## src/rtl/atm_controller.sv

```systemverilog
// ATM responder: card/PIN session control, failed-attempt tracking with card
// blocking, and deposit/withdrawal against a stored 64-bit balance.
module atm_controller #(
  parameter logic [15:0] PIN          = 16'h4756,
  parameter logic [63:0] BALANCE_INIT = 64'd50000,
  parameter logic [1:0]  MAX_TRIES    = 2'd3
) (
  input  logic        clk,
  input  logic        rst,
  input  logic        tarjeta_recibida,
  input  logic        tipo_trans,
  input  logic [3:0]  digito,
  input  logic        digito_stb,
  input  logic [31:0] monto,
  input  logic        monto_stb,
  output logic        balance_actualizado,
  output logic        entregar_dinero,
  output logic        pin_incorrecto,
  output logic        advertencia,
  output logic        bloqueo,
  output logic        fondos_insuficientes,
  output logic [63:0] balance
);

  typedef enum logic [2:0] {
    IDLE,
    PIN_ENTRY,
    PIN_CHECK,
    WAIT_TRANS,
    BLOCKED
  } state_t;

  state_t      state_q, state_d;
  logic [2:0]  cnt_q, cnt_d;
  logic [15:0] pin_q, pin_d;
  logic [1:0]  tries_q, tries_d;
  logic [63:0] balance_q, balance_d;
  logic        bal_upd_q, bal_upd_d;
  logic        entregar_q, entregar_d;
  logic        pin_inc_q, pin_inc_d;
  logic        adv_q, adv_d;
  logic        bloq_q, bloq_d;
  logic        fondos_q, fondos_d;

  logic [1:0]  tries_inc;
  logic [63:0] monto_ext;

  // Deposit never wraps: a carry out of bit 63 pins the balance at all-ones.
  function automatic logic [63:0] sat_add(input logic [63:0] bal,
                                          input logic [63:0] amt);
    logic [64:0] sum;
    sum = {1'b0, bal} + {1'b0, amt};
    return sum[64] ? {64{1'b1}} : sum[63:0];
  endfunction

  assign tries_inc = tries_q + 2'd1;
  assign monto_ext = {32'd0, monto};

  // Next-state and registered-output logic; pulses default low every cycle.
  always_comb begin
    state_d    = state_q;
    cnt_d      = cnt_q;
    pin_d      = pin_q;
    tries_d    = tries_q;
    balance_d  = balance_q;
    bal_upd_d  = 1'b0;
    entregar_d = 1'b0;
    pin_inc_d  = 1'b0;
    fondos_d   = 1'b0;
    adv_d      = adv_q;
    bloq_d     = bloq_q;

    case (state_q)
      IDLE: begin
        if (tarjeta_recibida) begin
          state_d = PIN_ENTRY;
          cnt_d   = 3'd0;
          pin_d   = 16'd0;
        end
      end

      PIN_ENTRY: begin
        // Non-decimal digits are shifted in as-is; they simply fail the compare.
        if (digito_stb) begin
          pin_d = {pin_q[11:0], digito};
          cnt_d = cnt_q + 3'd1;
          if (cnt_q == 3'd3) begin
            state_d = PIN_CHECK;
          end
        end
      end

      PIN_CHECK: begin
        if (pin_q == PIN) begin
          state_d = WAIT_TRANS;
          tries_d = 2'd0;
          adv_d   = 1'b0;
        end else begin
          tries_d   = tries_inc;
          pin_inc_d = 1'b1;
          if (tries_inc == MAX_TRIES) begin
            bloq_d  = 1'b1;
            adv_d   = 1'b0;
            state_d = BLOCKED;
          end else begin
            if (tries_inc == MAX_TRIES - 2'd1) begin
              adv_d = 1'b1;
            end
            state_d = PIN_ENTRY;
            cnt_d   = 3'd0;
            pin_d   = 16'd0;
          end
        end
      end

      WAIT_TRANS: begin
        if (monto_stb) begin
          state_d = IDLE;
          if (!tipo_trans) begin
            balance_d = sat_add(balance_q, monto_ext);
            bal_upd_d = 1'b1;
          end else if (monto_ext <= balance_q) begin
            balance_d  = balance_q - monto_ext;
            bal_upd_d  = 1'b1;
            entregar_d = 1'b1;
          end else begin
            fondos_d = 1'b1;
          end
        end
      end

      BLOCKED: begin
        bloq_d = 1'b1;
      end

      default: begin
        state_d = IDLE;
      end
    endcase
  end

  // State and output registers; reset discards any session in progress.
  always_ff @(posedge clk or negedge rst) begin
    if (!rst) begin
      state_q    <= IDLE;
      cnt_q      <= 3'd0;
      pin_q      <= 16'd0;
      tries_q    <= 2'd0;
      balance_q  <= BALANCE_INIT;
      bal_upd_q  <= 1'b0;
      entregar_q <= 1'b0;
      pin_inc_q  <= 1'b0;
      adv_q      <= 1'b0;
      bloq_q     <= 1'b0;
      fondos_q   <= 1'b0;
    end else begin
      state_q    <= state_d;
      cnt_q      <= cnt_d;
      pin_q      <= pin_d;
      tries_q    <= tries_d;
      balance_q  <= balance_d;
      bal_upd_q  <= bal_upd_d;
      entregar_q <= entregar_d;
      pin_inc_q  <= pin_inc_d;
      adv_q      <= adv_d;
      bloq_q     <= bloq_d;
      fondos_q   <= fondos_d;
    end
  end

  assign balance_actualizado  = bal_upd_q;
  assign entregar_dinero      = entregar_q;
  assign pin_incorrecto       = pin_inc_q;
  assign advertencia          = adv_q;
  assign bloqueo              = bloq_q;
  assign fondos_insuficientes = fondos_q;
  assign balance              = balance_q;

endmodule

```

## config.mk

```make
export PLATFORM = sky130hd
export DESIGN_NAME = atm_controller
export DESIGN_NICKNAME = d
export VERILOG_FILES = /design/src/rtl/atm_controller.sv
export SDC_FILE = /design/constraint.sdc
export NUM_CORES = 1
export LEC_CHECK = 0
export CAP_MARGIN = 20
export CELL_PAD_IN_SITES_DETAIL_PLACEMENT = 1
export CELL_PAD_IN_SITES_GLOBAL_PLACEMENT = 2
export CORE_MARGIN = 2
export CORE_UTILIZATION = 35
export DETAILED_ROUTE_END_ITERATION = 6
export PLACE_DENSITY_LB_ADDON = 0.1
export SYNTH_ARGS = -nofsm -noshare
export SYNTH_HDL_FRONTEND = slang
export SYNTH_SLANG_ARGS = --single-unit
```

## constraint.sdc

```tcl
create_clock -name clk -period 4.7 [get_ports clk]
set_input_delay 0.47 -clock clk [delete_from_list [all_inputs] [get_ports clk]]
set_output_delay 0.47 -clock clk [all_outputs]
set_load 0.05 [all_outputs]
```

# Word level (Yosys, flattened, before mapping)
# Cells that the tools add are included.
[totals] reg_bits=94 output_inout_bits=70 input_bits=42 word_cells=82
[classes] eq_ne=16 mux=40 bitwise=1 reduce_logical=9 magnitude_cmp=1 addsub=4
[op_table] operator="64-bit 2-to-1 mux" count=3
[op_table] operator="64-bit by 32-bit adder with 65-bit output" count=1
[op_table] operator="32-bit by 64-bit <= comparator with 1-bit output" count=1
[op_table] operator="16-bit 2-to-1 mux" count=4
[op_table] operator="64-bit by 32-bit subtractor with 64-bit output" count=1
[op_table] operator="16-bit one-hot mux with 3 select lines" count=1
[op_table] operator="3-bit 2-to-1 mux" count=10
[op_table] operator="1-bit 2-to-1 mux" count=18
[op_table] operator="16-bit by 15-bit equality test with 1-bit output (second input constant)" count=1
[op_table] operator="3-bit one-hot mux with 5 select lines" count=1
[op_table] operator="2-bit != test (second input constant)" count=7
[op_table] operator="5-bit AND reduction" count=2
[op_table] operator="3-bit by 2-bit equality test with 1-bit output (second input constant)" count=3
[op_table] operator="3-bit one-hot mux with 3 select lines" count=1
[op_table] operator="3-bit AND reduction" count=2
[op_table] operator="3-bit nonzero test" count=2
[op_table] operator="2-bit equality test (second input constant)" count=2
[op_table] operator="3-bit by 1-bit adder with 3-bit output (second input constant)" count=1
[op_table] operator="3-bit by 1-bit equality test with 1-bit output (second input constant)" count=1
[op_table] operator="3-bit equality test (second input constant)" count=1
[op_table] operator="3-bit logical NOT" count=1
[op_table] operator="2-bit by 1-bit adder with 2-bit output (second input constant)" count=1
[op_table] operator="2-bit 2-to-1 mux" count=1
[op_table] operator="2-bit by 1-bit != test with 1-bit output (second input constant)" count=1
[op_table] operator="other kinds (4)" count=4

# Depth between registers and ports, before layout
# Gate-level depths: netlist of the first run.
[logic_depth] word_depth=5 ltp_mapped=16 depth_no_buf=15

# Least setup slack after synthesis of the first run
# Ideal clock, no wire load.
[synth_timing] kind="reg-to-reg" startpoint="reg balance_q[10] (netlist: balance[10])" endpoint="reg balance_q[45] (netlist: balance[45])" arrival_ns=3.158 setup_time_ns=0.128 t_required_ns=4.572 synth_period_minus_slack_ns=3.285 path_stages_with_launch=12 n_path_buf=1 slack_ns=1.415 cell_sequence="dfrtp_1 > ha_1 > buf_4 > nor4_4 > nand3_1 > nor2_1 > a211oi_1 > o21a_1 > o31a_2 > or4_1 > a21oi_1 > mux2_1"
[synth_via] elab_chain_cells=3 word_cells_on_any_way=8 cone_classes="2 x add/sub; 1 x order compare; 1 x eq/ne; 3 x mux; 1 x reduce/logical"
[synth_rtl] element="start: declaration" line_no="37" source="logic [63:0] balance_q, balance_d;"
[synth_rtl] element="start signal: assignment" line_no="161" source="balance_q <= balance_d;"
[synth_rtl] element="32-bit by 64-bit <= comparator with 1-bit output (tied with other cells)" line_no="122" source="end else if (monto_ext <= balance_q) begin"
[synth_rtl] element="2-bit by 1-bit != test with 1-bit output (no source line) (tied with other cells)"
[synth_rtl] element="3-bit AND reduction (no source line) / 64-bit 2-to-1 mux (equally long branches)"
# Parallel ways exist; a longest one is shown, timed or not. The select of a mux whose other input is x is not followed.
# A chain may end at the register's enable or synchronous reset.

# Worst setup path after layout of the first run
[layout_timing] startpoint="in monto[19]" endpoint="reg balance_q[17] (netlist: balance[17])"
[layout_via] elab_chain_cells=3 word_cells_on_any_way=6 cone_classes="1 x add/sub; 1 x order compare; 1 x eq/ne; 2 x mux; 1 x reduce/logical"
[layout_rtl] element="start: declaration" line_no="14" source="input logic [31:0] monto,"
[layout_rtl] element="32-bit by 64-bit <= comparator with 1-bit output / 64-bit by 32-bit adder with 65-bit output (equally long branches)" line_no="122, 52"
[layout_rtl] element="2-bit by 1-bit != test with 1-bit output (no source line) / 64-bit 2-to-1 mux (equally long branches)"
[layout_rtl] element="3-bit AND reduction (no source line) / 64-bit 2-to-1 mux (equally long branches)"
# Parallel ways exist; a longest one is shown, timed or not.

==> results.rst, run 1 <==
.. list-table::
   :header-rows: 1

   * - Metric
     - Value
   * - Run status
     - finished, violations left
   * - Failing checks
     - DRC
   * - Final Skew
     - 0.01466 ns
   * - Antenna cells
     - 0
   * - Count of pins on the block boundary
     - 112
   * - Crit path kind
     - in2reg
   * - # hold bufs at CTS
     - 0
   * - Fin. max-slew vios
     - 0
   * - Worst r2r path cells
     - 11
   * - Final hold violation count
     - 0
   * - Global routing usage summed across all routing layers
     - 25.88%
   * - Most common cell after layout, fill and taps aside
     - sky130_fd_sc_hd__a21oi_1
   * - Number of core rows
     - 59
   * - Pre-CTS setup slack
     - roughly 0.24 ns
   * - Port buffer count
     - 111
   * - Violation count after the first detailed-routing iteration
     - 706
   * - Die footprint
     - 28030 µm²
   * - Period utilization
     - 86.44%
   * - DR pass1 iterations
     - 7
   * - Number of buffers on the longest clock path
     - 2
   * - Max_slew headroom
     - between 40 and 50%
   * - Number of standard cells in the layout, taps in and fillers out
     - 1652
   * - Count of nets left with antenna violations after detail routing
     - 0
   * - Setup slack on the worst flop-to-flop path
     - roughly 0.84 ns
   * - Total of cells resized after clock tree synthesis
     - 0
   * - Number of clock sinks
     - 94
   * - # DRC
     - 8
   * - Pleak
     - between 0.004 and 0.005 µW
   * - Layout Area Growth over Synthesis
     - 18.78%
   * - Crit Path Max Fanout
     - 18
   * - HPWL after DPL
     - approximately 27000 µm
   * - Syn avg cell area
     - 7.612 µm²
   * - Total global routing overflow
     - 0
   * - Layout cells sized above 1
     - under 10%
   * - Number of different library cells in the post-synthesis netlist
     - between 90 and 100
   * - Clock edge transition at the registers on the reported setup and hold paths
     - approximately 0.090 ns
   * - Required time at the worst-slack endpoint
     - 4.94 ns
   * - Final weighted congestion in routability-driven placement
     - 0.9298
   * - Die X-Extent
     - 167.4 µm
   * - Unrepaired setup endpoints after global routing
     - no
   * - P per Cell Area
     - just over 700 nW/µm²
   * - Clock buffer count from CTS
     - 9
   * - Detail-routed via count per cell
     - a little under 6
   * - Initial core utilization
     - 35.77%
   * - Synth Warn #
     - 0
   * - Origin of the critical flop-to-flop path
     - balance[20]
   * - Commonest non-fill, non-tap cells in the layout
     - 121 x sky130_fd_sc_hd__a21oi_1, 117 x sky130_fd_sc_hd__nor2_1, 109 x sky130_fd_sc_hd__clkdlybuf4s50_1
   * - # Max-Cap Violations
     - 0
   * - Number of H-tree branching levels
     - 3
   * - Minimum setup slack in the final design
     - between 0.6 and 0.7 ns
   * - Number of placed instances, taps included
     - 1636
   * - Wire length of the first global-routing pass
     - 58090 µm
   * - Largest net degree at the start of global routing
     - 68
   * - Antenna violations before repair
     - 0
   * - Fin Setup TNS
     - 0 ns
   * - Hold WC Path Type
     - in2async
   * - Capturing point of the worst reg2reg path
     - balance[17]
   * - Via count of the first global-routing pass
     - 10133
   * - Clock tree root driver cell
     - sky130_fd_sc_hd__clkbuf_16
   * - Max frequency
     - 0.2461 GHz
   * - Total via count after detailed routing
     - 9807
   * - Setup bufs post-CTS
     - 0
   * - Count of flip-flops with a built-in enable after synthesis
     - 0
   * - Proportion of register bits with asynchronous set or reset after synthesis
     - 100.0%
   * - Flip-flop and latch count after synthesis
     - 94
   * - Post-Syn Nets
     - 1340
   * - Fraction of the yosys area taken by sequential cells
     - 25.24%
   * - Routed wire per std cell
     - 21.66 µm
   * - Core outline area
     - 26130 µm²
   * - Final nets
     - 1424
   * - Final routed wirelength across all metal layers
     - 35780 µm
   * - Setup violations, final
     - 0
   * - Clock tree from TritonCTS
     - yes
   * - Vertical die dimension
     - 167.4 µm
   * - Critical Path Source Type
     - input pin
   * - Post-synthesis instance area
     - 9348 µm²
   * - CP Data Arrival Time
     - 4.30 ns
   * - Sequential cell area in the final layout
     - ~2400 µm²
   * - Min Clock Period, post-route
     - between 4 and 5 ns
   * - Cell count after synthesis
     - 1228
   * - Clk Latency, worst-skew pair
     - around 0.37 ns
   * - Area used by multi-input combinational logic
     - 6289 µm²
   * - Measured slew at the worst slew-check pin
     - 0.7830 ns
   * - Worst supply voltage drop on vdd
     - 0.3091 mV
   * - # fillers
     - about 3200
   * - Primary FF master, synth
     - sky130_fd_sc_hd__dfrtp_1
   * - Kind of end point of the critical path
     - flop
==> cell families (layout without fill, tap and decap cells) <==
kind of cell / Yosys count / after routing / synth area share (%)
compound gates: 365 / 365 / 25.57
xor+xnor: 31 / 31 / 2.905
fa+ha+maj: 70 / 70 / 9.530
buf+inv: 167 / 256 / 7.629
flops: 94 / 94 / 25.24
mux: 23 / 23 / 2.664
simple gates: 478 / 478 / 26.46
==> power by group <==
group	leakage, µW	switching [µW]	internal, µW
Combinational	0.00334	3700	2000
Sequential	0.00121	407	1120
Clock	0.000145	425	380
==> worst max path at each step <==
| stage | startpoint | endpoint | cells past startpoint |
|---|---|---|---|
| finish | monto[19] | balance[17] | 11 |
| global route | monto[20] | balance[18] | 13 |
| CTS | monto[20] | balance[17] | 13 |
| detailed placement | monto[20] | balance[17] | 13 |
| global placement | monto[20] | balance[19] | 13 |
| floorplan | balance[10] | balance[45] | 11 |
==> final cells by class <==
class / count / area share (%)
clock buffers: 9 / 2.028
clock inverters: 7 / 0.6761
inverters: 93 / 3.144
multi-input cells: 967 / 56.64
flip-flops and latches: 94 / 21.25
well taps: 335 / 3.775
repair buffers: 147 / 12.49
==> per-stage QoR <==
step                cell area [µm²]  util (%)  power [µW]  hold slack, ns
finish                        11100     42.49        8042          0.1713
global route                  11100     42.49        8672          0.2436
CTS                           11100     42.49        8049          0.2096
detailed placement            10800     41.34        7196          0.4787
global placement              10800     41.34        7169          0.4552
floorplan                      9348         -        5343          0.1744
==> worst max-delay path, cell delays in order <==
cell	delay, ns
sky130_fd_sc_hd__clkdlybuf4s50_1	0.48
sky130_fd_sc_hd__inv_1	0.05
sky130_fd_sc_hd__ha_1	0.58
sky130_fd_sc_hd__inv_1	0.17
sky130_fd_sc_hd__a21oi_1	0.27
sky130_fd_sc_hd__a21boi_1	0.11
sky130_fd_sc_hd__or4_1	0.62
sky130_fd_sc_hd__a22o_1	0.35
sky130_fd_sc_hd__a31oi_2	0.69
sky130_fd_sc_hd__buf_4	0.38
sky130_fd_sc_hd__a21oi_1	0.11
==> metal layers <==
layer | GRT usage [%] | vias to the layer above | part of all wire, %
met5 | 0 | - | 0
met4 | 5.822 | 0 | 2.0
met3 | 3.380 | 40 | 4.6
met2 | 42.90 | 270 | 46
met1 | 36.01 | 4865 | 47
li1 | - | 4632 | -
==> flip-flops by register name, indices dropped and copies added, names as in the netlist <==
signal / cells
entregar_dinero: 1
pin_incorrecto: 1
cnt_q: 3
balance: 64
tries_q: 2
fondos_insuficientes: 1
balance_actualizado: 1
advertencia: 1
bloqueo: 1
state_q: 3
pin_q: 16
==> cell usage after synthesis, types with 28 or more instances <==
cell type / count / area, µm²
sky130_fd_sc_hd__nand2_1: 97 / 364.1
sky130_fd_sc_hd__nor4_1: 28 / 175.2
sky130_fd_sc_hd__inv_1: 89 / 334.1
sky130_fd_sc_hd__nand3_1: 53 / 265.3
sky130_fd_sc_hd__clkbuf_1: 31 / 116.4
sky130_fd_sc_hd__nor3_1: 41 / 205.2
sky130_fd_sc_hd__a21oi_1: 121 / 605.6
sky130_fd_sc_hd__buf_2: 32 / 160.2
sky130_fd_sc_hd__ha_1: 68 / 850.8
sky130_fd_sc_hd__dfrtp_1: 88 / 2202
sky130_fd_sc_hd__nor2_1: 118 / 442.9
sky130_fd_sc_hd__o21ai_0: 58 / 290.3
Power figures use the tool's default switching activity.
==> run 2, diff against run 1 <==
--- a/config.mk
+++ b/config.mk
@@ -13,4 +13,5 @@
 export DETAILED_ROUTE_END_ITERATION = 6
 export PLACE_DENSITY_LB_ADDON = 0.1
+export SKIP_CTS_REPAIR_TIMING = 1
 export SYNTH_ARGS = -nofsm -noshare
 export SYNTH_HDL_FRONTEND = slang
==> constraint.sdc (replaced) <==
create_clock -name clk -period 4.7 [get_ports clk]
set_input_delay 0.47 -clock clk [delete_from_list [all_inputs] [get_ports clk]]
set_output_delay 0.47 -clock clk [all_outputs]
set_load 0.02 [all_outputs]
==> results of run 2 <==
Same layout as run 1 (identical final DEF). Status: finished, violations left: DRC.
Among the figures that moved: total power 8042 µW -> 7542 µW; worst IR drop on VDD 0.3091 mV -> 0.2676 mV
